<file path="config.mk">
export PLATFORM = sky130hd
export DESIGN_NAME = axi_adc_jesd204_tpl_deframer
export DESIGN_NICKNAME = d
export VERILOG_FILES = /design/src/rtl/axi_adc_jesd204_tpl_deframer.sv
export SDC_FILE = /design/constraint.sdc
export NUM_CORES = 1
export LEC_CHECK = 0
export ABC_CLOCK_PERIOD_IN_PS = 5300
export CAP_MARGIN = 20
export CELL_PAD_IN_SITES_DETAIL_PLACEMENT = 0
export CELL_PAD_IN_SITES_GLOBAL_PLACEMENT = 1
export CORE_MARGIN = 3
export CORE_UTILIZATION = 41
export CTS_CLUSTER_DIAMETER = 30
export DETAILED_ROUTE_END_ITERATION = 16
export PLACE_DENSITY_LB_ADDON = 0.1
export SKIP_CTS_REPAIR_TIMING = 1
export SYNTH_ARGS = -nofsm -noshare
export SYNTH_HDL_FRONTEND = slang
export SYNTH_SLANG_ARGS = --single-unit
</file>
<file path="constraint.sdc">
create_clock -name rx_clk -period 5.3 [get_ports rx_clk]
set_input_delay 1.325 -clock rx_clk [delete_from_list [all_inputs] [get_ports rx_clk]]
set_output_delay 1.325 -clock rx_clk [all_outputs]
set_load 0.03 [all_outputs]
</file>
<file path="src/rtl/axi_adc_jesd204_tpl_deframer.sv">
// JESD204 receive transport-layer deframer (rx_clk domain).
// Locks to the SOF octet offset and realigns each lane word onto frame
// boundaries. Splits lane octets into per-channel 16-bit samples, then applies
// format conversion and enable gating to each channel.
// Ports:
//   rx_clk, rx_rst        clock, synchronous active-high reset
//   rx_sof/valid/data     link-layer beat (4 SOF markers, 32 bits per lane)
//   rx_ready              always 1
//   adc_enable/dfmt_*     per-channel enable and format controls
//   adc_valid/adc_data    registered per-channel strobe and samples
//   adc_locked            alignment locked
//   adc_sof_err_count/clr saturating SOF-mismatch counter and its clear
module axi_adc_jesd204_tpl_deframer #(
    parameter int unsigned NUM_LANES       = 1,
    parameter int unsigned NUM_CHANNELS    = 1,
    parameter int unsigned CHANNEL_WIDTH   = 14,
    localparam int unsigned DATA_PATH_WIDTH = 2 * NUM_LANES / NUM_CHANNELS
) (
    input  logic                                      rx_clk,
    input  logic                                      rx_rst,
    input  logic [3:0]                                rx_sof,
    input  logic                                      rx_valid,
    input  logic [NUM_LANES*32-1:0]                   rx_data,
    output logic                                      rx_ready,
    input  logic [NUM_CHANNELS-1:0]                   adc_enable,
    input  logic [NUM_CHANNELS-1:0]                   adc_dfmt_type,
    input  logic [NUM_CHANNELS-1:0]                   adc_dfmt_se,
    output logic [NUM_CHANNELS-1:0]                   adc_valid,
    output logic [NUM_CHANNELS*DATA_PATH_WIDTH*16-1:0] adc_data,
    output logic                                      adc_locked,
    output logic [15:0]                               adc_sof_err_count,
    input  logic                                      adc_sof_err_clr
);

    localparam int unsigned NUM_SAMPLES = 2 * NUM_LANES;
    localparam int unsigned LANE_W      = NUM_LANES * 32;
    localparam int unsigned OUT_W       = NUM_CHANNELS * DATA_PATH_WIDTH * 16;

    typedef enum logic {
        UNLOCKED = 1'b0,
        LOCKED   = 1'b1
    } state_t;

    state_t              state, state_nxt;
    logic [1:0]          off;
    logic [LANE_W-1:0]   prev;
    logic [LANE_W-1:0]   aligned;
    logic [OUT_W-1:0]    data_nxt;
    logic [1:0]          sof_off;
    logic                sof_hit;
    logic                mismatch;
    logic                capture;
    logic                strobe;

    // Index of the lowest set SOF bit.
    function automatic logic [1:0] lowest_set(input logic [3:0] s);
        lowest_set = 2'd0;
        for (int j = 3; j >= 0; j--) begin
            if (s[j]) lowest_set = 2'(j);
        end
    endfunction

    assign rx_ready   = 1'b1;
    assign adc_locked = (state == LOCKED);

    // Beat classification; a mismatch recaptures the offset like the first lock.
    assign sof_off  = lowest_set(rx_sof);
    assign sof_hit  = rx_valid & (|rx_sof);
    assign mismatch = (state == LOCKED) & sof_hit & (sof_off != off);
    assign capture  = ((state == UNLOCKED) & sof_hit) | mismatch;
    assign strobe   = (state == LOCKED) & rx_valid & ~capture;

    // Next-state logic.
    always_comb begin
        state_nxt = state;
        case (state)
            UNLOCKED: if (sof_hit) state_nxt = LOCKED;
            LOCKED:   state_nxt = LOCKED;
            default:  state_nxt = UNLOCKED;
        endcase
    end

    // Per-lane realignment: the frame starts off octets into the previous word.
    for (genvar l = 0; l < NUM_LANES; l++) begin : g_lane
        assign aligned[l*32 +: 32] =
            32'({rx_data[l*32 +: 32], prev[l*32 +: 32]} >> {off, 3'b000});
    end

    // Sample i = 2*lane + k feeds channel i / DATA_PATH_WIDTH at output slot i.
    for (genvar g = 0; g < NUM_SAMPLES; g++) begin : g_sample
        localparam int unsigned LN = g / 2;
        localparam int unsigned K  = g % 2;
        localparam int unsigned CH = g / DATA_PATH_WIDTH;

        logic [CHANNEL_WIDTH-1:0] v;
        logic [CHANNEL_WIDTH-1:0] vt;
        logic [15:0]              ext;

        assign v   = CHANNEL_WIDTH'({aligned[LN*32 + 16*K +: 8],
                                     aligned[LN*32 + 16*K + 8 +: 8]} >> (16 - CHANNEL_WIDTH));
        assign vt  = {v[CHANNEL_WIDTH-1] ^ adc_dfmt_type[CH], v[CHANNEL_WIDTH-2:0]};
        assign ext = adc_dfmt_se[CH] ? 16'($signed(vt)) : 16'(vt);
        assign data_nxt[g*16 +: 16] = adc_enable[CH] ? ext : 16'd0;
    end

    // State, alignment and output registers.
    always_ff @(posedge rx_clk) begin
        if (rx_rst) begin
            state             <= UNLOCKED;
            off               <= 2'd0;
            prev              <= '0;
            adc_valid         <= '0;
            adc_data          <= '0;
            adc_sof_err_count <= 16'd0;
        end else begin
            state <= state_nxt;
            if (capture)  off  <= sof_off;
            if (rx_valid) prev <= rx_data;
            adc_valid <= strobe ? adc_enable : '0;
            if (strobe) adc_data <= data_nxt;
            if (adc_sof_err_clr) begin
                adc_sof_err_count <= 16'd0;
            end else if (mismatch && (adc_sof_err_count != 16'hFFFF)) begin
                adc_sof_err_count <= adc_sof_err_count + 16'd1;
            end
        end
    end

endmodule
</file>
==> metrics <==
number of remaining DRC errors=0; post-synthesis share of cell area spent on xor and xnor gates=0%; fin crit share=59.4%; clock-pin slew on the worst setup and hold paths=0.08 ns; Row Count=36; most frequent cells in the layout=clkdlybuf4s50_1 (90), dfxtp_1 (80), mux2i_1 (71); launch point of the worst hold path=adc_data[30]$_SDFFE_PP0P_; Std-Cell Core Area=0.00986 mm²; total via count in the routed design=3662; Post-Syn Area per Cell=8.93 µm²; arrival time worst endpoint=3.41 ns; effective utilization at floorplan=42.7%; NumNets Final=584; most frequent standard cell in the layout excluding fill and tap cells=clkdlybuf4s50_1; largest voltage drop on the vdd net=0.117 mV; share of synthesized cell area in full adder, half adder and majority cells=0.297%; status=finished clean; vias in the first global route=3257; cells traversed along the worst timing path=clkdlybuf4s50_1 -> nor3b_1 -> a211oi_2 -> nand2_2 -> nor4_1 -> mux2i_1; longest individual stage delay on the worst path=0.54 ns; internal power component=904 µW; Hold Path Cell Cnt=2; cell type contributing the most total cell area after synthesis=dfxtp_1; remaining global-route overflow=0; count of synthesis-stage warnings from yosys=0; synthesized instance count=472; count of cell types in the netlist=43; root buffer cell=clkbuf_8; min-delay worst type=reg -> reg; CP Max Fanout=18; number of fill cells=936; share of async-settable or async-resettable flops after synthesis=0%; area of all placed cells without fillers=0.00535 mm²; dominant combinational cell family by area after synthesis=simple AND/OR/NAND/NOR gates; origin of the worst setup path=rx_sof[0]; proportion of layout cells with a drive suffix above 1=8.26%; total length of routed wires=10.4 mm; Comb power frac=14.9%; post-route setup TNS=0 ns; fin. max-slew vios=0; buffering stage count on the worst path with inverters included=1; CP max stage cell=clkdlybuf4s50_1; maximum count of clock buffers along a single path=2; path type of the worst setup path=in -> reg; number of antenna violations at the first check in global routing=0; launching point of the worst reg2reg path=off[1]$_SDFFE_PP0P_; mean number of vias per cell=5.40; capture endpoint of the worst hold path=adc_data[30]$_SDFFE_PP0P_; TritonCTS clock tree=done; post-layout min period=3.15 ns; number of H-tree levels=3; routed wire length per instance=15.4 µm; reg-to-reg endpoint=adc_sof_err_count[7]$_SDFFE_PP0P_; I/O pin cnt=94; WP depth=6; Net Count, Synth=516; total CTS buffers=9; setup slack of the worst register-to-register path=2.72 ns; R2R cell count=5; endpoints failing setup=0; startpoint type of the worst setup path=primary input; area post-placement=0.00516 mm²; share of the synthesized area in compound gates (AO/OA/AOI/OAI)=12.7%; simple-gate share of the synthesized area=22.2%; slew at the pin closest to its max-slew limit=0.972 ns; P&R area growth vs syn=26.8%; area share of the largest cell type after synthesis=38.9%; sequential cell area=0.00164 mm²; Starting DRT DRC Count=201; Leak Pwr=1.86 nW; first-pass GRT wire length=16.9 mm; largest net degree at the start of global routing=76; sort of element at the end of the critical path=flip-flop; switching power=334 µW; Buffers on Ports=92; sequential share of power=52.6%; remaining max-slew budget at the tightest pin=35.2%; gpl congestion=0.851; number of flops mapped to enable cells by yosys=0; cell family with most CP delay=simple AND/OR/NAND/NOR gates; flip-flop and latch count after synthesis=82; ys flop type=dfxtp_1; clock sink count=82; Max Cap Violations=0; part of the total power dissipated in the clock network=32.5%; antenna diode count=0; areal power density over the cells=232 mW/mm²; Worst Path Required=5.57 ns; footprint of the multi-input gates=0.00240 mm²; Die Width=107 µm; die area=0.0115 mm²; insertion delay to the later sink of the worst-skew pair=0.35 ns; multiplexer share of the synthesized area=21.4%; sequential fraction of the synthesis area=38.9%; Die Height=107 µm; Max Fclk=318 MHz; most area-consuming cells after synthesis=dfxtp_1 (39%), mux2i_1 (17%), o31ai_1 (5.5%); placed wire-length estimate=7.12 mm; Final Hold Fails=0; number of iterations in the first detailed-routing pass=5; switching fraction of total power=27.0%; cell area after synthesis=0.00422 mm²; setup repair after global routing missed its margin=no; total routing usage reported by global routing=18.3%; Max Clock Skew=0.0149 ns; number of nets with antenna violations after detailed routing=0
## registers in the layout, summed over array words and instances, names as in the netlist
name	count
prev	32
adc_valid	1
adc_locked	1
adc_sof_err_count	16
off	2
adc_data	30
## logic make-up after synthesis
kind of cell / Yosys count
simple gates: 179
other cells: 1
mux: 86
flops: 82
compound gates: 81
buf+inv: 42
fa+ha+maj: 1
## worst min-delay path, stage by stage, from the launching register on
cell and delay [ns]:
dfxtp_1 0.33, nand2_1 0.05, a21oi_1 0.05
## area by class of cell
cell class,count,share of cell area (%)
Sequential cell,82,30.8
Inverter,2,0.140
Tap cell,133,3.11
Timing Repair Buffer,97,17.9
Clock buffer,12,2.71
Clock inverter,4,0.515
Multi-Input combinational cell,348,44.9
## synth_stat cells (2+ instances only)
cell type and instances:
a21oi_1 25, and2_1 2, and3_1 2, and4_1 3, buf_1 8, buf_2 10
buf_4 4, clkbuf_1 18, dfxtp_1 82, inv_1 2, mux2_2 13, mux2i_1 71
mux4_2 2, nand2_1 33, nand2b_1 3, nand3_1 9, nand3b_1 26, nand4_1 6
nor2_1 57, nor2b_1 3, nor3_1 4, nor4_1 7, o21ai_0 17, o31ai_1 31
or2_1 3, or2_2 2, or3_1 9, or4_1 5
## worst max-delay path by stage
stage                                          to  slack (ns)
2_1_floorplan  adc_sof_err_count[10]$_SDFFE_PP0P_        2.59
3_3_place_gp            adc_data[13]$_SDFFE_PP0P_        1.82
3_5_place_dp            adc_data[29]$_SDFFE_PP0P_        1.78
4_1_cts                 adc_data[29]$_SDFFE_PP0P_        2.16
5_1_grt                 adc_data[13]$_SDFFE_PP0P_        1.97
6_report        adc_sof_err_count[7]$_SDFFE_PP0P_        2.15
## routing by layer
| metal | part of all wire (%) | vias up | wire length [µm] | GRT usage [%] |
|---|---|---|---|---|
| li1 | - | 1845 | - | - |
| met1 | 51 | 1722 | 5350 | 27.9 |
| met2 | 42 | 85 | 4360 | 25.7 |
| met3 | 5.7 | 10 | 596 | 3.72 |
| met4 | 1.1 | 0 | 110 | 5.32 |
| met5 | 0 | - | 0 | 0 |
## metrics by stage
stage / cells / util [%] / hold WS (ns) / setup slack [ns] / total power [mW]
CTS: 677 / 54.0 / 0.478 / 2.16 / 1.25
floorplan: 472 / - / 0.454 / 2.59 / 0.779
global route: 678 / 54.2 / 0.496 / 1.97 / 1.30
finish: 678 / 54.2 / 0.468 / 2.15 / 1.24
detailed placement: 661 / 52.3 / 0.465 / 1.78 / 0.849
global placement: 661 / 52.3 / 0.452 / 1.82 / 0.846
## power groups by stage
stage               clock (mW)  sequential (mW)  combinational [mW]
floorplan                    0            0.664               0.115
global placement             0            0.665               0.181
detailed placement           0            0.665               0.183
CTS                      0.419            0.651               0.184
global route             0.445            0.654               0.203
finish                   0.403            0.651               0.184
(Power assumes the default switching activity.)
